**src/rtl/tt_um_uio_bus_arbiter.sv**
```systemverilog
// rtl/tt_um_uio_bus_arbiter.sv - four-requester round-robin bus arbiter with hold limit and turnaround
module tt_um_uio_bus_arbiter #(
    parameter int MAX_HOLD    = 8,
    parameter int TURN_CYCLES = 1
) (
    input  logic       clk,
    input  logic       rst_n,
    input  logic       ena,
    input  logic [7:0] ui_in,
    input  logic [7:0] uio_in,
    output logic [7:0] uo_out,
    output logic [7:0] uio_out,
    output logic [7:0] uio_oe
);

    localparam logic [1:0] S_IDLE  = 2'd0;
    localparam logic [1:0] S_GRANT = 2'd1;
    localparam logic [1:0] S_TURN  = 2'd2;

    logic [1:0] r_state;
    logic [3:0] r_grant;
    logic [1:0] r_idx;
    logic [1:0] r_rr_ptr;
    logic [3:0] r_hold;
    logic [7:0] r_gcnt;
    logic [1:0] r_turn_cnt;

    logic [3:0] w_req_e;
    logic [1:0] w_sel_idx;
    logic       w_found;
    logic       w_others;
    logic       w_hold_max;
    logic       w_unused;

    assign w_req_e    = ui_in[3:0] & {4{ena}};
    assign w_others   = |(w_req_e & ~r_grant);
    assign w_hold_max = (r_hold == 4'(MAX_HOLD));
    assign w_unused   = ^{uio_in, ui_in[7:4]};

    // First set request scanning upward from the round-robin pointer.
    always_comb begin
        logic [1:0] cand;
        w_sel_idx = 2'd0;
        w_found   = 1'b0;
        cand      = 2'd0;
        for (int i = 0; i < 4; i++) begin
            cand = r_rr_ptr + 2'(i);
            if (!w_found && w_req_e[cand]) begin
                w_sel_idx = cand;
                w_found   = 1'b1;
            end
        end
    end

    always_ff @(posedge clk or negedge rst_n) begin
        if (!rst_n) begin
            r_state    <= S_IDLE;
            r_grant    <= 4'b0000;
            r_idx      <= 2'd0;
            r_rr_ptr   <= 2'd0;
            r_hold     <= 4'd0;
            r_gcnt     <= 8'd0;
            r_turn_cnt <= 2'd0;
        end else begin
            case (r_state)
                S_IDLE: begin
                    if (w_found) begin
                        r_state  <= S_GRANT;
                        r_grant  <= 4'b0001 << w_sel_idx;
                        r_idx    <= w_sel_idx;
                        r_rr_ptr <= w_sel_idx + 2'd1;
                        r_hold   <= 4'd1;
                        r_gcnt   <= r_gcnt + 8'd1;
                    end
                end
                S_GRANT: begin
                    // A dropped request (including ena low) and a hold-limit preemption both release the bus.
                    if (!w_req_e[r_idx] || (w_hold_max && w_others)) begin
                        r_state    <= S_TURN;
                        r_grant    <= 4'b0000;
                        r_turn_cnt <= 2'(TURN_CYCLES - 1);
                    end else if (!w_hold_max) begin
                        r_hold <= r_hold + 4'd1;
                    end
                end
                S_TURN: begin
                    if (r_turn_cnt == 2'd0) begin
                        r_state <= S_IDLE;
                    end else begin
                        r_turn_cnt <= r_turn_cnt - 2'd1;
                    end
                end
                default: begin
                    r_state <= S_IDLE;
                    r_grant <= 4'b0000;
                end
            endcase
        end
    end

    assign uo_out  = {r_state == S_TURN, r_state == S_GRANT, r_idx, r_grant};
    assign uio_out = r_gcnt;
    assign uio_oe  = ena ? 8'hFF : 8'h00;

endmodule

```
**config.mk**
```make
export PLATFORM = sky130hd
export DESIGN_NAME = tt_um_uio_bus_arbiter
export DESIGN_NICKNAME = d
export VERILOG_FILES = /design/src/rtl/tt_um_uio_bus_arbiter.sv
export SDC_FILE = /design/constraint.sdc
export NUM_CORES = 1
export LEC_CHECK = 0
export ABC_AREA = 0
export CORE_AREA = 2 2 69 71
export CTS_CLUSTER_DIAMETER = 60
export CTS_CLUSTER_SIZE = 10
export DETAILED_ROUTE_END_ITERATION = 10
export DIE_AREA = 0 0 71 73
export GPL_ROUTABILITY_DRIVEN = 0
export RECOVER_POWER = 50
export SYNTH_ARGS = -nofsm -noshare
export SYNTH_HDL_FRONTEND = slang
export SYNTH_SLANG_ARGS = --single-unit
```
**constraint.sdc**
```tcl
create_clock -name clk -period 2.07 [get_ports clk]
set_clock_uncertainty 0.1 [all_clocks]
set_input_delay 0.414 -clock clk [delete_from_list [all_inputs] [get_ports clk]]
set_output_delay 0.414 -clock clk [all_outputs]
set_load 0.03 [all_outputs]
```
Word-level counts from Yosys, hierarchy flattened
Cells that the tools add are included.

storage, ports and cells
  flip-flop bits (word level) = 24
  output and inout port bits = 24
  word-level logic and storage cells = 85

cells by class
  add/subtract/negate cells = 7
  magnitude comparators = 5
  eq/ne operators = 9
  shifts and indexed selects = 1
  mux-type cells = 33
  bitwise operators = 4
  reduce and logical (&&, ||, !) cells = 19

operators by type and width
  kind                 number
  $mux 4               5
  $mux 2               9
  $lt 2x3->1 const B   5
  $pmux 4 s3           1
  $bmux 1 s2           5
  $mux 1               9
  $reduce_and 3->1     3
  $add 8x1->8 const B  1
  $and 4x4->4          2
  $mux 8               1
  $ne 2x2->1 const B   4
  $pmux 4 s2           1
  $pmux 2 s3           1
  $add 2x1->2 const B  2
  $add 2x2->2 const B  2
  $add 4x1->4 const B  1
  $eq 4x4->1 const B   1
  $logic_and 1x1->1    4
  $logic_not 1->1      4
  $logic_not 2->1      2
  $ne 2x1->1 const B   2
  $not 4->4            1
  $pmux 2 s2           1
  $reduce_and 4->1     1
  9 further kinds      10

Longest topological paths before layout
  depth after elaboration = 16
  depth in mapped cells = 7
  mapped depth without buffers = 7

Least setup slack after synthesis
OpenSTA, ideal clock, no wires.

  path kind = input to register
  start = input port ena
  end = register r_grant[0]
  library setup time = 0.128 ns
  arrival time = 1.718 ns
  slack = 0.124 ns
  stages = 7
  path buffers = 0
  cells stage by stage = and3b_1 -> a311oi_1 -> a21oi_1 -> or3_1 -> ha_1 -> mux2i_1 -> o22ai_1

between the ends
  word-level cells in the longest chain between the ends = 16
  elaborated cells on any way between the ends = 36

RTL lines
  item                          RTL line  text
  from (decl)                   8         input logic ena,
  $and 4x4->4 (*)               35        assign w_req_e = ui_in[3:0] & {4{ena}};
  $bmux 1 s2                    48        if (!w_found && w_req_e[cand]) begin
  $mux 1 (not written as such)  48
  $mux 1                        48
  $logic_not 1->1               48
  $logic_and 1x1->1             48
  $mux 1                        48
  $logic_not 1->1               48
  $logic_and 1x1->1             48
  $mux 1                        48
  $logic_not 1->1               48
  $logic_and 1x1->1             48
  $mux 2                        48
  $shl 1x2->4                   69        r_grant <= 4'b0001 << w_sel_idx;
  $mux 4                        67        if (w_found) begin
  $pmux 4 s3                    65        case (r_state)
  to (signal assigned)          69
  to (decl)                     21        logic [3:0] r_grant;

Mark *: on every way between the ends. The rest lies on a longest branch, timed or not. The select of a mux whose other input is x is not followed.
A chain may end at the register's enable or synchronous reset.

Worst setup path in the final report
  start = input port ena
  end = register r_rr_ptr[0]

between the ends
  word-level cells in the longest chain between the ends = 14
  elaborated cells on any way between the ends = 25

RTL lines
  item                                             RTL line  text
  $and 4x4->4 (*)                                  35
  $bmux 1 s2                                       48
  $mux 1 (not written as such)                     48
  $mux 1                                           48
  $logic_not 1->1                                  48
  $logic_and 1x1->1                                48
  $mux 1                                           48
  $logic_not 1->1                                  48
  $logic_and 1x1->1                                48
  $mux 1                                           48
  $logic_not 1->1                                  48
  $logic_and 1x1->1                                48
  $mux 2 or $mux 1 (tied branches)                 48
  $add 2x1->2 or $reduce_and 2->1 (tied branches)  --
  to (signal assigned)                             71        r_rr_ptr <= w_sel_idx + 2'd1;
  to (decl)                                        23        logic [1:0] r_rr_ptr;

Marks and branches as above.

==> metrics.txt <==
outcome finished, final reports clean; share of cells above drive strength 1 27.0%; CTS tree built; Non-Filler Instances 254; cell count after placement 240; largest net degree at the start of global routing 25; FP Rows 25; Final Critical Period 2000 ps; flops & latches, synth 24; Layout Utilization 45.3%; fin. max-slew vios 0; die height 73 um; Syn. warnings 0; area growth from synthesis to layout 39.8%; CTS sink cnt 24; CP required 2130 ps; syn_area_per_cell 10.1 um^2; CP Capture Type flop; Final WS setup 73.5 ps; Mapped Cells 145; sequential-to-total area share from yosys stat 40.9%; crit path max fanout 3; Synth Flop Type dfrtp_1; first-pass GRT wire length 5840 um; DRT antenna net count 0; HP Class flop to flop; Synthesized Nets 172; critical path class input pin to flop; DRT Wirelength 3460 um; hold-fix buffers at CTS 0; Post-Syn Area 1470 um^2; Least-Margin Pin Slew 1280 ps; DRC errors left 0; Worst EP arrival 2050 ps; drt wl/cell 13.6 um; Core Box Area 4540 um^2; vias in the first global route 1287; H-tree levels 1; first drt pass iteration count 4; cts bufs inserted 3; pre-CTS setup slack -532 ps; Async S/R FF share, synth 100%; Skew-Pair Late Insertion Delay 260 ps; Power Dens Cells 1240 nW/um^2; antenna violations before repair 0; max frequency 501 MHz; total global routing overflow 0; critical path startpoint category input pin; TNS Setup 0 ps; Ports 43; die width 71 um; die area 5180 um^2; port buffer count 30; CTS Buffer Depth 2; RSZ-0062 raised after global routing no; fin crit share 96.4%; Final Hold Fails 0; Tot GR Track Use 14.2%; post-DP HPWL 2520 um; Max VDD drop 0.744 mV; Final setup viols 0; Root Buffer clkbuf_8; Vias/cell 4.92; EDFF count, synth 0; via count 1249; Initial DRC Count 31; Distinct cells, synth 43; Nets 228; Leakage Power 0.000966 uW; n_diodes 0; max-cap violations 0; Slew headroom 14.8%; Clk pin slew, worst setup/hold paths 80 ps; initial core utilization 32.4%
-- sequential cells by signal (all words and copies together) (netlist names) --
register,cells
r_grant,4
uio_out,8
r_turn_cnt,2
r_state,2
r_idx,2
r_hold,4
r_rr_ptr,2
-- routing by layer --
metal | GRT usage (%) | wire length [um] | up-vias
met2 | 26.2 | 1730 | 33
met4 | 4.40 | 46 | 0
met3 | 2.62 | 160 | 4
met5 | 0 | 0 | -
met1 | 16.6 | 1520 | 609
li1 | - | - | 603
-- stage by stage --
step | total power [uW] | hold slack [ps] | instance area (um^2)
finish | 2560 | 378 | 2050
global placement | 2080 | 366 | 1900
detailed placement | 2120 | 370 | 1900
global route | 2740 | 401 | 2050
CTS | 2570 | 383 | 2080
floorplan | 1610 | 18.4 | 1470
-- kinds of logic after synthesis --
| group | count (synthesis) | share of synthesized area (%) |
|---|---|---|
| AND/OR/NAND/NOR | 49 | 18.9 |
| AO/OA/AOI/OAI | 25 | 13.2 |
| multiplexers | 9 | 6.13 |
| buffers and inverters | 22 | 9.28 |
| adder cells (fa/ha/maj) | 8 | 6.81 |
| XOR/XNOR | 8 | 4.77 |
| flip-flops | 24 | 40.9 |
-- power breakdown --
group	internal, uW	total, uW	switching (uW)
combinational	685	1400	714
sequential	635	843	208
clock	170	315	145
-- placed cells by master, fill, tap and decap left out, types with 2 or more instances in the layout --
master,instances
buf_4,27
dfrtp_1,24
nand2_1,15
clkdlybuf4s50_1,15
inv_1,11
mux2i_1,9
clkbuf_1,9
xnor2_1,6
ha_1,6
dlygate4sd2_1,6
o22ai_1,5
nand2b_1,5
nor2_1,4
a21oi_1,4
clkbuf_8,4
o21ai_0,3
nand2_2,3
nor2b_1,3
nand3_1,3
a21oi_2,2
and3_1,2
nand4_1,2
xor2_1,2
nand3b_1,2
ha_2,2
buf_12,2
buf_6,2
-- critical path: stages --
cell and delay (ps):
dlygate4sd2_1 270, and3b_2 230, a311oi_4 260, buf_4 160, buf_4 90, buf_4 90
buf_4 90, buf_4 90, buf_4 90, buf_4 90, a21oi_2 20, o22a_1 160
-- final cells by class --
| type | instances | area [um^2] |
|---|---|---|
| multi-input cells | 99 | 779 |
| inverters | 11 | 41.3 |
| well taps | 54 | 67.6 |
| fillers | 454 | 2480 |
| flip-flops and latches | 24 | 601 |
| repair buffers | 62 | 509 |
| clock buffers | 4 | 55.1 |
-- cell usage after synthesis (2+ instances only) --
cell	instances	share of area (%)
inv_1	11	2.8
nor2b_1	3	1.3
nand3_1	3	1.0
o21ai_0	3	1.0
and3_1	2	0.85
dfrtp_1	24	41
mux2i_1	9	6.1
nor2_1	4	1.0
buf_4	8	4.1
nand3b_1	2	1.0
xnor2_1	6	3.6
o22ai_1	5	2.1
xor2_1	2	1.2
nand2_1	16	4.1
a21oi_1	6	2.0
ha_1	8	6.8
nand2b_1	5	2.1
nand2_2	2	0.85
nand4_1	2	0.85
-- path summary, 6_finish.rpt --
| check | start | to | slack, ps | depth (start not counted) |
|---|---|---|---|---|
| min reg2reg | uio_out[7] | uio_out[7] | 380 | 1 |
| max in group asynchronous | rst_n | r_rr_ptr[1] | 340 | 2 |
| min in group asynchronous | rst_n | r_grant[0] | 770 | 2 |
| max reg2reg | r_rr_ptr[1] | r_rr_ptr[0] | 100 | 11 |
| min | uio_out[7] | uio_out[7] | 380 | 1 |
| max | ena | r_rr_ptr[0] | 70 | 12 |
-- what timing repair did --
| action | 4_1_cts | 5_1_grt |
|---|---|---|
| pin swaps | 8 | 1 |
| endpoints found under the setup margin | 12 | 2 |
| buffers inserted | 10 | 0 |
| gates resized for setup | 17 | 2 |
Note: power is estimated with default switching activity, not from simulation.
